--- src/rtl/regf_burst_ctrl_pkg.sv ---
// Shared types and constants for the register-file burst controller.
package regf_ctrl_pkg;

  localparam int WIDTH_DEF  = 8;
  localparam int ADDR_DEF   = 15;
  localparam int LEN_W_DEF  = 8;
  localparam int FIFO_DEPTH = 2;

  typedef enum logic [1:0] {
    IDLE     = 2'd0,
    WR       = 2'd1,
    RD_ISSUE = 2'd2,
    RD_DRAIN = 2'd3
  } state_e;

endpackage

--- src/rtl/regf_burst_ctrl_rd_skid.sv ---
// Two-entry FIFO of {last, data} that buffers register-file read returns
// ahead of the valid/ready read channel.
module regf_rd_skid
  import regf_ctrl_pkg::*;
#(
  parameter int WIDTH = WIDTH_DEF
) (
  input  logic             clk,
  input  logic             reset,
  input  logic             push_i,
  input  logic             push_last_i,
  input  logic [WIDTH-1:0] push_data_i,
  input  logic             pop_i,
  output logic [1:0]       occ_o,
  output logic             valid_o,
  output logic             last_o,
  output logic [WIDTH-1:0] data_o
);

  logic [WIDTH:0] mem_q [FIFO_DEPTH];
  logic           wr_ptr_q;
  logic           rd_ptr_q;
  logic [1:0]     occ_q;

  // Storage, pointers and occupancy; push and pop together keep occupancy.
  always_ff @(posedge clk) begin
    if (reset) begin
      for (int i = 0; i < FIFO_DEPTH; i++) begin
        mem_q[i] <= '0;
      end
      wr_ptr_q <= 1'b0;
      rd_ptr_q <= 1'b0;
      occ_q    <= 2'd0;
    end else begin
      if (push_i) begin
        mem_q[wr_ptr_q] <= {push_last_i, push_data_i};
        wr_ptr_q        <= ~wr_ptr_q;
      end
      if (pop_i) begin
        rd_ptr_q <= ~rd_ptr_q;
      end
      case ({push_i, pop_i})
        2'b10:   occ_q <= occ_q + 2'd1;
        2'b01:   occ_q <= occ_q - 2'd1;
        default: occ_q <= occ_q;
      endcase
    end
  end

  assign occ_o   = occ_q;
  assign valid_o = (occ_q != 2'd0);
  assign data_o  = mem_q[rd_ptr_q][WIDTH-1:0];
  assign last_o  = mem_q[rd_ptr_q][WIDTH] & valid_o;

endmodule

--- src/rtl/regf_burst_ctrl.sv ---
// Burst access controller in front of the dual-port configuration register
// file: streams write beats into the write port, read beats out via a skid FIFO.
module regf_burst_ctrl
  import regf_ctrl_pkg::*;
#(
  parameter int WIDTH = WIDTH_DEF,
  parameter int ADDR  = ADDR_DEF,
  parameter int LEN_W = LEN_W_DEF
) (
  input  logic             clk,
  input  logic             reset,
  input  logic             cmd_valid,
  output logic             cmd_ready,
  input  logic             cmd_rnw,
  input  logic [ADDR-1:0]  cmd_addr,
  input  logic [LEN_W-1:0] cmd_len,
  input  logic             wdata_valid,
  output logic             wdata_ready,
  input  logic [WIDTH-1:0] wdata,
  output logic             rdata_valid,
  input  logic             rdata_ready,
  output logic [WIDTH-1:0] rdata,
  output logic             rdata_last,
  output logic             done,
  output logic             busy,
  output logic             regf_wr_en,
  output logic [ADDR-1:0]  regf_wr_addr,
  output logic [WIDTH-1:0] regf_wr_data,
  output logic             regf_rd_en,
  output logic [ADDR-1:0]  regf_rd_addr,
  input  logic [WIDTH-1:0] regf_rd_data
);

  localparam int CNT_W = LEN_W + 1;

  state_e           state_q, state_d;
  logic [ADDR-1:0]  cur_addr_q, cur_addr_d;
  logic [LEN_W-1:0] len_q, len_d;
  logic [CNT_W-1:0] beat_q, beat_d;
  logic             inflight_q;
  logic             rd_last_q, rd_last_d;
  logic             wr_en_q, wr_en_d;
  logic [ADDR-1:0]  wr_addr_q, wr_addr_d;
  logic [WIDTH-1:0] wr_data_q, wr_data_d;
  logic             done_q, done_d;

  logic             cmd_hs_s;
  logic             wr_hs_s;
  logic             pop_s;
  logic             last_beat_s;
  logic             credit_s;
  logic             rd_en_s;
  logic [1:0]       occ_s;
  logic             fifo_valid_s;
  logic             fifo_last_s;
  logic [WIDTH-1:0] fifo_data_s;

  assign cmd_ready   = (state_q == IDLE);
  assign busy        = (state_q != IDLE);
  assign wdata_ready = (state_q == WR);
  assign cmd_hs_s    = cmd_valid & cmd_ready;
  assign wr_hs_s     = wdata_valid & wdata_ready;
  assign pop_s       = fifo_valid_s & rdata_ready;
  assign last_beat_s = (beat_q == {1'b0, len_q});

  // A read may issue only if its return is guaranteed a FIFO slot.
  assign credit_s = (({1'b0, occ_s} + {2'b00, inflight_q}) < (3'(FIFO_DEPTH) + {2'b00, pop_s}));
  assign rd_en_s  = (state_q == RD_ISSUE) && (beat_q <= {1'b0, len_q}) && credit_s;

  // Next-state, counters and registered write-port outputs.
  always_comb begin
    state_d    = state_q;
    cur_addr_d = cur_addr_q;
    len_d      = len_q;
    beat_d     = beat_q;
    rd_last_d  = 1'b0;
    wr_en_d    = 1'b0;
    wr_addr_d  = wr_addr_q;
    wr_data_d  = wr_data_q;
    done_d     = 1'b0;
    case (state_q)
      IDLE: begin
        if (cmd_hs_s) begin
          cur_addr_d = cmd_addr;
          len_d      = cmd_len;
          beat_d     = '0;
          state_d    = cmd_rnw ? RD_ISSUE : WR;
        end else begin
          state_d = IDLE;
        end
      end
      WR: begin
        if (wr_hs_s) begin
          wr_en_d    = 1'b1;
          wr_addr_d  = cur_addr_q;
          wr_data_d  = wdata;
          cur_addr_d = cur_addr_q + ADDR'(1);
          beat_d     = beat_q + CNT_W'(1);
          if (last_beat_s) begin
            state_d = IDLE;
            done_d  = 1'b1;
          end else begin
            state_d = WR;
          end
        end else begin
          state_d = WR;
        end
      end
      RD_ISSUE: begin
        if (rd_en_s) begin
          cur_addr_d = cur_addr_q + ADDR'(1);
          beat_d     = beat_q + CNT_W'(1);
          rd_last_d  = last_beat_s;
          state_d    = last_beat_s ? RD_DRAIN : RD_ISSUE;
        end else begin
          state_d = RD_ISSUE;
        end
      end
      RD_DRAIN: begin
        if (pop_s && fifo_last_s) begin
          state_d = IDLE;
          done_d  = 1'b1;
        end else begin
          state_d = RD_DRAIN;
        end
      end
      default: begin
        state_d = IDLE;
      end
    endcase
  end

  // State and datapath registers; reset discards any read in flight.
  always_ff @(posedge clk) begin
    if (reset) begin
      state_q    <= IDLE;
      cur_addr_q <= '0;
      len_q      <= '0;
      beat_q     <= '0;
      inflight_q <= 1'b0;
      rd_last_q  <= 1'b0;
      wr_en_q    <= 1'b0;
      wr_addr_q  <= '0;
      wr_data_q  <= '0;
      done_q     <= 1'b0;
    end else begin
      state_q    <= state_d;
      cur_addr_q <= cur_addr_d;
      len_q      <= len_d;
      beat_q     <= beat_d;
      inflight_q <= rd_en_s;
      rd_last_q  <= rd_last_d;
      wr_en_q    <= wr_en_d;
      wr_addr_q  <= wr_addr_d;
      wr_data_q  <= wr_data_d;
      done_q     <= done_d;
    end
  end

  regf_rd_skid #(
    .WIDTH(WIDTH)
  ) u_rd_skid (
    .clk        (clk),
    .reset      (reset),
    .push_i     (inflight_q),
    .push_last_i(rd_last_q),
    .push_data_i(regf_rd_data),
    .pop_i      (pop_s),
    .occ_o      (occ_s),
    .valid_o    (fifo_valid_s),
    .last_o     (fifo_last_s),
    .data_o     (fifo_data_s)
  );

  assign rdata_valid  = fifo_valid_s;
  assign rdata_last   = fifo_last_s;
  assign rdata        = fifo_data_s;
  assign done         = done_q;
  assign regf_wr_en   = wr_en_q;
  assign regf_wr_addr = wr_addr_q;
  assign regf_wr_data = wr_data_q;
  assign regf_rd_en   = rd_en_s;
  assign regf_rd_addr = cur_addr_q;

endmodule

--- config.mk ---
export PLATFORM = sky130hd
export DESIGN_NAME = regf_burst_ctrl
export DESIGN_NICKNAME = d
export VERILOG_FILES = /design/src/rtl/regf_burst_ctrl_pkg.sv /design/src/rtl/regf_burst_ctrl_rd_skid.sv /design/src/rtl/regf_burst_ctrl.sv
export SDC_FILE = /design/constraint.sdc
export NUM_CORES = 1
export LEC_CHECK = 0
export ABC_AREA = 1
export CORE_MARGIN = 2
export CORE_UTILIZATION = 40
export DETAILED_ROUTE_END_ITERATION = 7
export PLACE_DENSITY = 0.69
export SLEW_MARGIN = 20
export SYNTH_ARGS = -nofsm -noshare
export SYNTH_HDL_FRONTEND = slang
export SYNTH_SLANG_ARGS = --single-unit
--- constraint.sdc ---
create_clock -name clk -period 2.7 [get_ports clk]
set_input_delay 0.675 -clock clk [delete_from_list [all_inputs] [get_ports clk]]
set_output_delay 0.675 -clock clk [all_outputs]
set_load 0.01 [all_outputs]
==> impl_metrics.yaml, run 1 <==
status:
  status: "completed"
hold_path:
  min_path_type: "register to register"
  hp-start: "u_rd_skid.rd_ptr_q"
cells_and_area:
  regArea_um2: 1862
  finalNonFillerCells: 796
  n_antenna_cell: 0
  fill_cells: 970
  area_growth_pct: 31.84
  utilization_pct: 54.14
  nets: 717
  fin_area_um2: 5564
  multi_input_area_um2: 2027
  drive_gt1_share_pct: 9.242
global_route:
  grt_pass1_vias: 3827
  grt_overflow: 0
  grt_first_pass_wirelength_um: 18000
  antenna_found_initial: 0
  grt_max_degree: 37
  grt_usage_pct: 19.50
sta:
  slew_headroom_pct: 53.20
  period_share_pct: 95.89
  min_period_ns: 2.589
  max_freq_mhz: 386.3
  worstMarginPinSlew_ns: 0.7012
  fin_ws_ns: 0.1110
  rsz0062_at_grt: "no"
  fin_setup_tns_ns: 0
  clock_skew_ns: 0.01466
  maxSlewViolCount: 0
  setup-violations-final: 0
  hold_viol: 0
placement:
  place_area_um2: 5338
  dp_cells: 779
  hpwlAfterDp_um: 7682
  io_buffer_count: 98
  globalplace.congestion: 0.9080
  pre_cts_ws_ns: -0.1660
detailed_routing:
  detail_route.vias_per_cell: 4.974
  via_count: 3959
  drt_wl_total_um: 10670
  antenna_left: 0
  wire_per_inst_um: 13.40
  firstDrtPassIters: 4
  remaining_drc_errors: 0
  first_iter_violations: 199
critical_path:
  crit_top_cell: "nand2_2"
  crit_type: "primary input to primary output"
  r2r_start: "beat_q[1]"
  arrival_ns: 1.91
  slowest_stage: "clkdlybuf4s50_1"
  critPathLaunchType: "primary input"
  path_delay_family: "buffers and inverters"
  worstSetupEndpointType: "primary output"
  cp_num_buf_inv: 3
  worstPathRequired_ns: 2.03
  startpoint: "rdata_ready"
  ff2ff_setup_slack_ns: 0.69
  crit_fanout: 2
  crit_chain: "clkdlybuf4s50_1 > nand2_2 > o21ai_2 > nand2_1 > nor2_2 > nand2_2 > inv_1 > clkdlybuf4s15_1"
  max_stage_delay_ns: 0.49
clocking:
  path_clk_slew_ns: 0.08
  numCtsBuffers: 9
  cts_max_level: 3
  insertion_delay_ns: 0.35
  cts_hold_buf: 0
  clock_sinks: 84
  cts_tree: "yes"
  root_buffer: "clkbuf_8"
  clk_path_buf_depth: 2
die:
  start_util_pct: 41.06
  rows: 37
  core-area_um2: 10280
  ios: 99
  dieArea_um2: 11390
  die_w_um: 106.7
  die_h_um: 106.7
logic_synthesis:
  yosysWarningCount: 0
  synth_top_area_cell: "dfxtp_1"
  synth_nets: 621
  syn_area_um2: 4220
  synthFlopType: "dfxtp_1"
  synth_common_cells: "nand2_1 (122), nor2_1 (78), dfxtp_1 (66), inv_1 (53), o21ai_0 (43)"
  seq_area_frac_synth_pct: 44.12
  synth_top_area_share_pct: 31.31
  syn_inst: 559
  yosys_register_bits: 84
  synth_edf_count: 18
  synth_area_per_cell_um2: 7.550
  ys_types: 34
  synth_area_leaders: "dfxtp_1 (31%), edfxtp_1 (13%), nand2_1 (11%)"
  yosys.cell_count.top_type: "nand2_1"
  synthArstFlopShare_pct: 0
run:
  maxCapViolCount: 0
power:
  power_density_nw_per_um2: 540.6
  irDropWorstVdd_uv: 258.0
  p_leak_nw: 2.323
-- routing by layer --
layer | vias up | wire length, um | GRT usage [%] | part of all wire (%)
met3 | 13 | 590 | 3.951 | 5.5
met1 | 1824 | 4918 | 25.14 | 46
met2 | 107 | 5071 | 32.80 | 48
met4 | 0 | 86 | 6.215 | 0.81
li1 | 2015 | - | - | -
met5 | - | 0 | 0 | 0
-- flip-flops by register name (all words and copies together), names as in the netlist, named ones only --
name / flops
inflight_q: 1
len_q: 8
state_q: 2
u_rd_skid.occ_o: 2
u_rd_skid.wr_ptr_q: 1
beat_q: 9
regf_wr_en: 1
regf_rd_addr: 15
done: 1
regf_wr_addr: 15
u_rd_skid.rd_ptr_q: 1
u_rd_skid.mem_q: 18
regf_wr_data: 8
rd_last_q: 1
-- per-stage QoR --
step	hold WS (ns)	total power [mW]
CTS	0.4563	3.022
finish	0.4598	3.008
floorplan	0.4257	1.817
global route	0.4739	3.188
detailed placement	0.4442	2.093
global placement	0.4359	2.076
-- final cells by class --
type	instances	area share, %
Inverter	56	3.778
Clock inverter	3	0.7870
Timing Repair Buffer	111	19.61
Multi-Input combinational cell	393	36.43
Clock buffer	13	2.878
Sequential cell	84	33.46
Tap cell	136	3.058
-- cells by family (layout without fill, tap and decap cells) --
group,after synthesis,count (layout),share of synthesized area [%]
multiplexers,1,1,0.2372
AND/OR/NAND/NOR,266,266,27.54
adder cells (fa/ha/maj),17,17,5.040
XOR/XNOR,5,5,1.038
buffers and inverters,82,183,8.271
AO/OA/AOI/OAI,104,104,13.76
flip-flops,84,84,44.12
-- worst reg2reg max path: stages (launching register included) --
cell and delay [ns]:
dfxtp_1 0.36, ha_1 0.33, nand2_1 0.08, nor2_2 0.12, nand2_1 0.06, nand3_1 0.06, nand2_1 0.06, nand2_1 0.05
nand2_1 0.05, nand2_2 0.06, buf_4 0.12, nand2_2 0.07, nand2_1 0.07, buf_4 0.24, nand2_1 0.10, a21oi_2 0.13
-- placed cells by master (no fill, tap or decap), drive strengths merged, types with 8 or more instances in the layout --
cell type / instances
a21oi: 53
buf: 13
clkbuf: 13
clkdlybuf4s50: 97
dfxtp: 66
edfxtp: 18
ha: 17
inv: 54
nand2: 125
nand3: 40
nand4: 8
nor2: 80
nor3: 9
o21ai: 44
-- worst paths after layout --
| path | end | depth (start not counted) |
|---|---|---|
| min | register | 1 |
| max reg2reg | regf_rd_addr[11] | 15 |
| min reg2reg | register | 1 |
| max | regf_rd_en | 8 |
-- timing repair --
item / in CTS / in global routing
setup endpoints to repair: 1 / 1
resized for setup: 1 / 3
buffers inserted: 0 / 1
pin swaps: 0 / 1
-- power by group --
part | internal [mW] | leakage [nW] | total [mW] | switching [mW]
combinational | 0.304 | 1.49 | 0.650 | 0.346
clock | 0.486 | 0.103 | 0.929 | 0.444
sequential | 1.36 | 0.726 | 1.43 | 0.0716
total | 2.15 | 2.32 | 3.01 | 0.861
Power figures use the tool's default switching activity.
==> run 2, diff against run 1 <==
ABC_CLOCK_PERIOD_IN_PS = 2700   (was default)
CORE_UTILIZATION = 54   (was 40)
CTS_CLUSTER_SIZE = 30   (was default)
PLACE_DENSITY = 0.89   (was 0.69)
==> impl_metrics.yaml, run 2 (synthesis gave the netlist of run 1 again) <==
status:
  status: "completed"
clocking:
  clock_sinks: 84
  cts_max_level: 3
  root_buffer: "clkbuf_8"
  cts_hold_buf: 0
  numCtsBuffers: 9
  clk_path_buf_depth: 2
  insertion_delay_ns: 0.36
  path_clk_slew_ns: 0.09
  cts_tree: "yes"
power:
  power.total_mw: 3.153
  power_density_nw_per_um2: 562.3
  switching_share_pct: 29.89
  pwr-share-comb_pct: 21.6
  p_leak_nw: 2.341
  pwr-share-clk_pct: 33.0
  p_int_mw: 2.210
  pwr-share-seq_pct: 45.5
  power.switching_mw: 0.9423
  irDropWorstVdd_uv: 354.5
cells_and_area:
  layout_common_cells: "nand2_1 (120), clkdlybuf4s50_1 (97), nor2_1 (76), dfxtp_1 (60), inv_1 (53)"
  drive_gt1_share_pct: 11.36
  fill_cells: 554
  nets: 717
  largest_reg_flops: 18
  utilization_pct: 73.31
  n_antenna_cell: 0
  layout_commonest_cell: "nand2_1"
  regArea_um2: 1869
  area_growth_pct: 32.85
  top_register: "u_rd_skid.mem_q"
  multi_input_area_um2: 2062
die:
  start_util_pct: 55.19
  die_h_um: 92.41
  rows: 32
  core-area_um2: 7647
  die_w_um: 92.41
  dieArea_um2: 8539
  ios: 99
sta:
  worstMarginPinSlew_ns: 0.6950
  max_freq_mhz: 376.7
  slew_headroom_pct: 53.61
  min_period_ns: 2.655
  period_share_pct: 98.32
  clock_skew_ns: 0.01445
  maxSlewViolCount: 0
  setup-violations-final: 0
  hold_viol: 0
  fin_setup_tns_ns: 0
detailed_routing:
  drt_wl_total_um: 11280
  remaining_drc_errors: 0
  antenna_left: 0
  via_count: 4112
  first_iter_violations: 311
  firstDrtPassIters: 4
  wire_per_inst_um: 14.80
  detail_route.vias_per_cell: 5.396
critical_path:
  critPathLaunchType: "register"
  crit_fanout: 5
  crit_type: "register to primary output"
  arrival_ns: 1.98
  worstSetupEndpointType: "primary output"
  ff2ff_setup_slack_ns: 0.55
  worstPathRequired_ns: 2.03
  crit_chain: "inv_1 > ha_1 > nand2_1 > nor2_1 > nand2_1 > nand2_1 > nand2_2 > inv_1 > clkdlybuf4s15_1"
  cp_num_buf_inv: 3
  crit_top_cell: "nand2_1"
  max_stage_delay_ns: 0.44
  path_delay_family: "simple AND/OR/NAND/NOR gates"
  slowest_stage: "dfxtp_1"
global_route:
  grt_max_degree: 32
  grt_pass1_vias: 4043
  grt_usage_pct: 26.55
  antenna_found_initial: 0
  grt_overflow: 0
  grt_first_pass_wirelength_um: 18400
run:
  maxCapViolCount: 0
placement:
  io_buffer_count: 98
  hpwlAfterDp_um: 7802
  globalplace.congestion: 0.9246
hold_path:
  min_path_type: "register to register"
[run 2: final cells by class]
| cell class | instances | share of cell area [%] |
|---|---|---|
| clock buffer | 9 | 2.209 |
| inverter | 56 | 3.816 |
| sequential | 84 | 33.34 |
| tap | 102 | 2.276 |
| multi-input combinational | 393 | 36.78 |
| clock inverter | 7 | 1.897 |
| timing repair buffer | 111 | 19.68 |
[run 2: worst paths after layout]
check,cells past startpoint,from,endpoint
hold reg to reg,1,u_rd_skid.rd_ptr_q,register
setup / recovery,9,beat_q[0],regf_rd_en
setup reg to reg,16,len_q[1],regf_rd_addr[1]
hold / removal,1,u_rd_skid.rd_ptr_q,register
[run 2: per-layer routing]
layer	vias up	wire length [um]	track usage (%)
li1	2014	-	-
met1	1893	4564	32.66
met2	173	5602	45.62
met3	32	817	5.614
met4	0	292	10.07
met5	-	0	0
[run 2: power by group through the flow]
stage / clock network [mW] / logic, mW / registers, mW
final: 1.04 / 0.680 / 1.43
after floorplan: 0 / 0.364 / 1.45
after global routing: 1.10 / 0.749 / 1.45
after global placement: 0 / 0.615 / 1.45
after detailed placement: 0 / 0.640 / 1.46
after CTS: 1.05 / 0.655 / 1.43
[run 2: timing repair]
item / in CTS / in global routing
setup buffers: 1 / 0
gates resized for setup: 6 / 10
hold endpoints to repair: 0 / 0
pin swaps: 1 / 1
endpoints found under the setup margin: 1 / 3
[run 2: stage by stage]
stage	setup WS, ns	hold WS [ns]	instances	instance area, um^2
2_1_floorplan	0.7824	0.4257	559	4220
3_3_place_gp	-0.1539	0.4348	745	5308
3_5_place_dp	-0.1814	0.4518	745	5308
4_1_cts	0.04071	0.4620	762	5563
5_1_grt	-0.03757	0.4879	762	5607
6_report	0.04542	0.4533	762	5607
[run 2: worst register-to-register path: cells and delay by family, from the launching register on]
| kind | cells | cell delay [ns] |
|---|---|---|
| buf+inv | 3 | 0.42 |
| compound gates | 1 | 0.13 |
| simple gates | 11 | 0.89 |
| flops | 1 | 0.33 |
| fa+ha+maj | 1 | 0.32 |
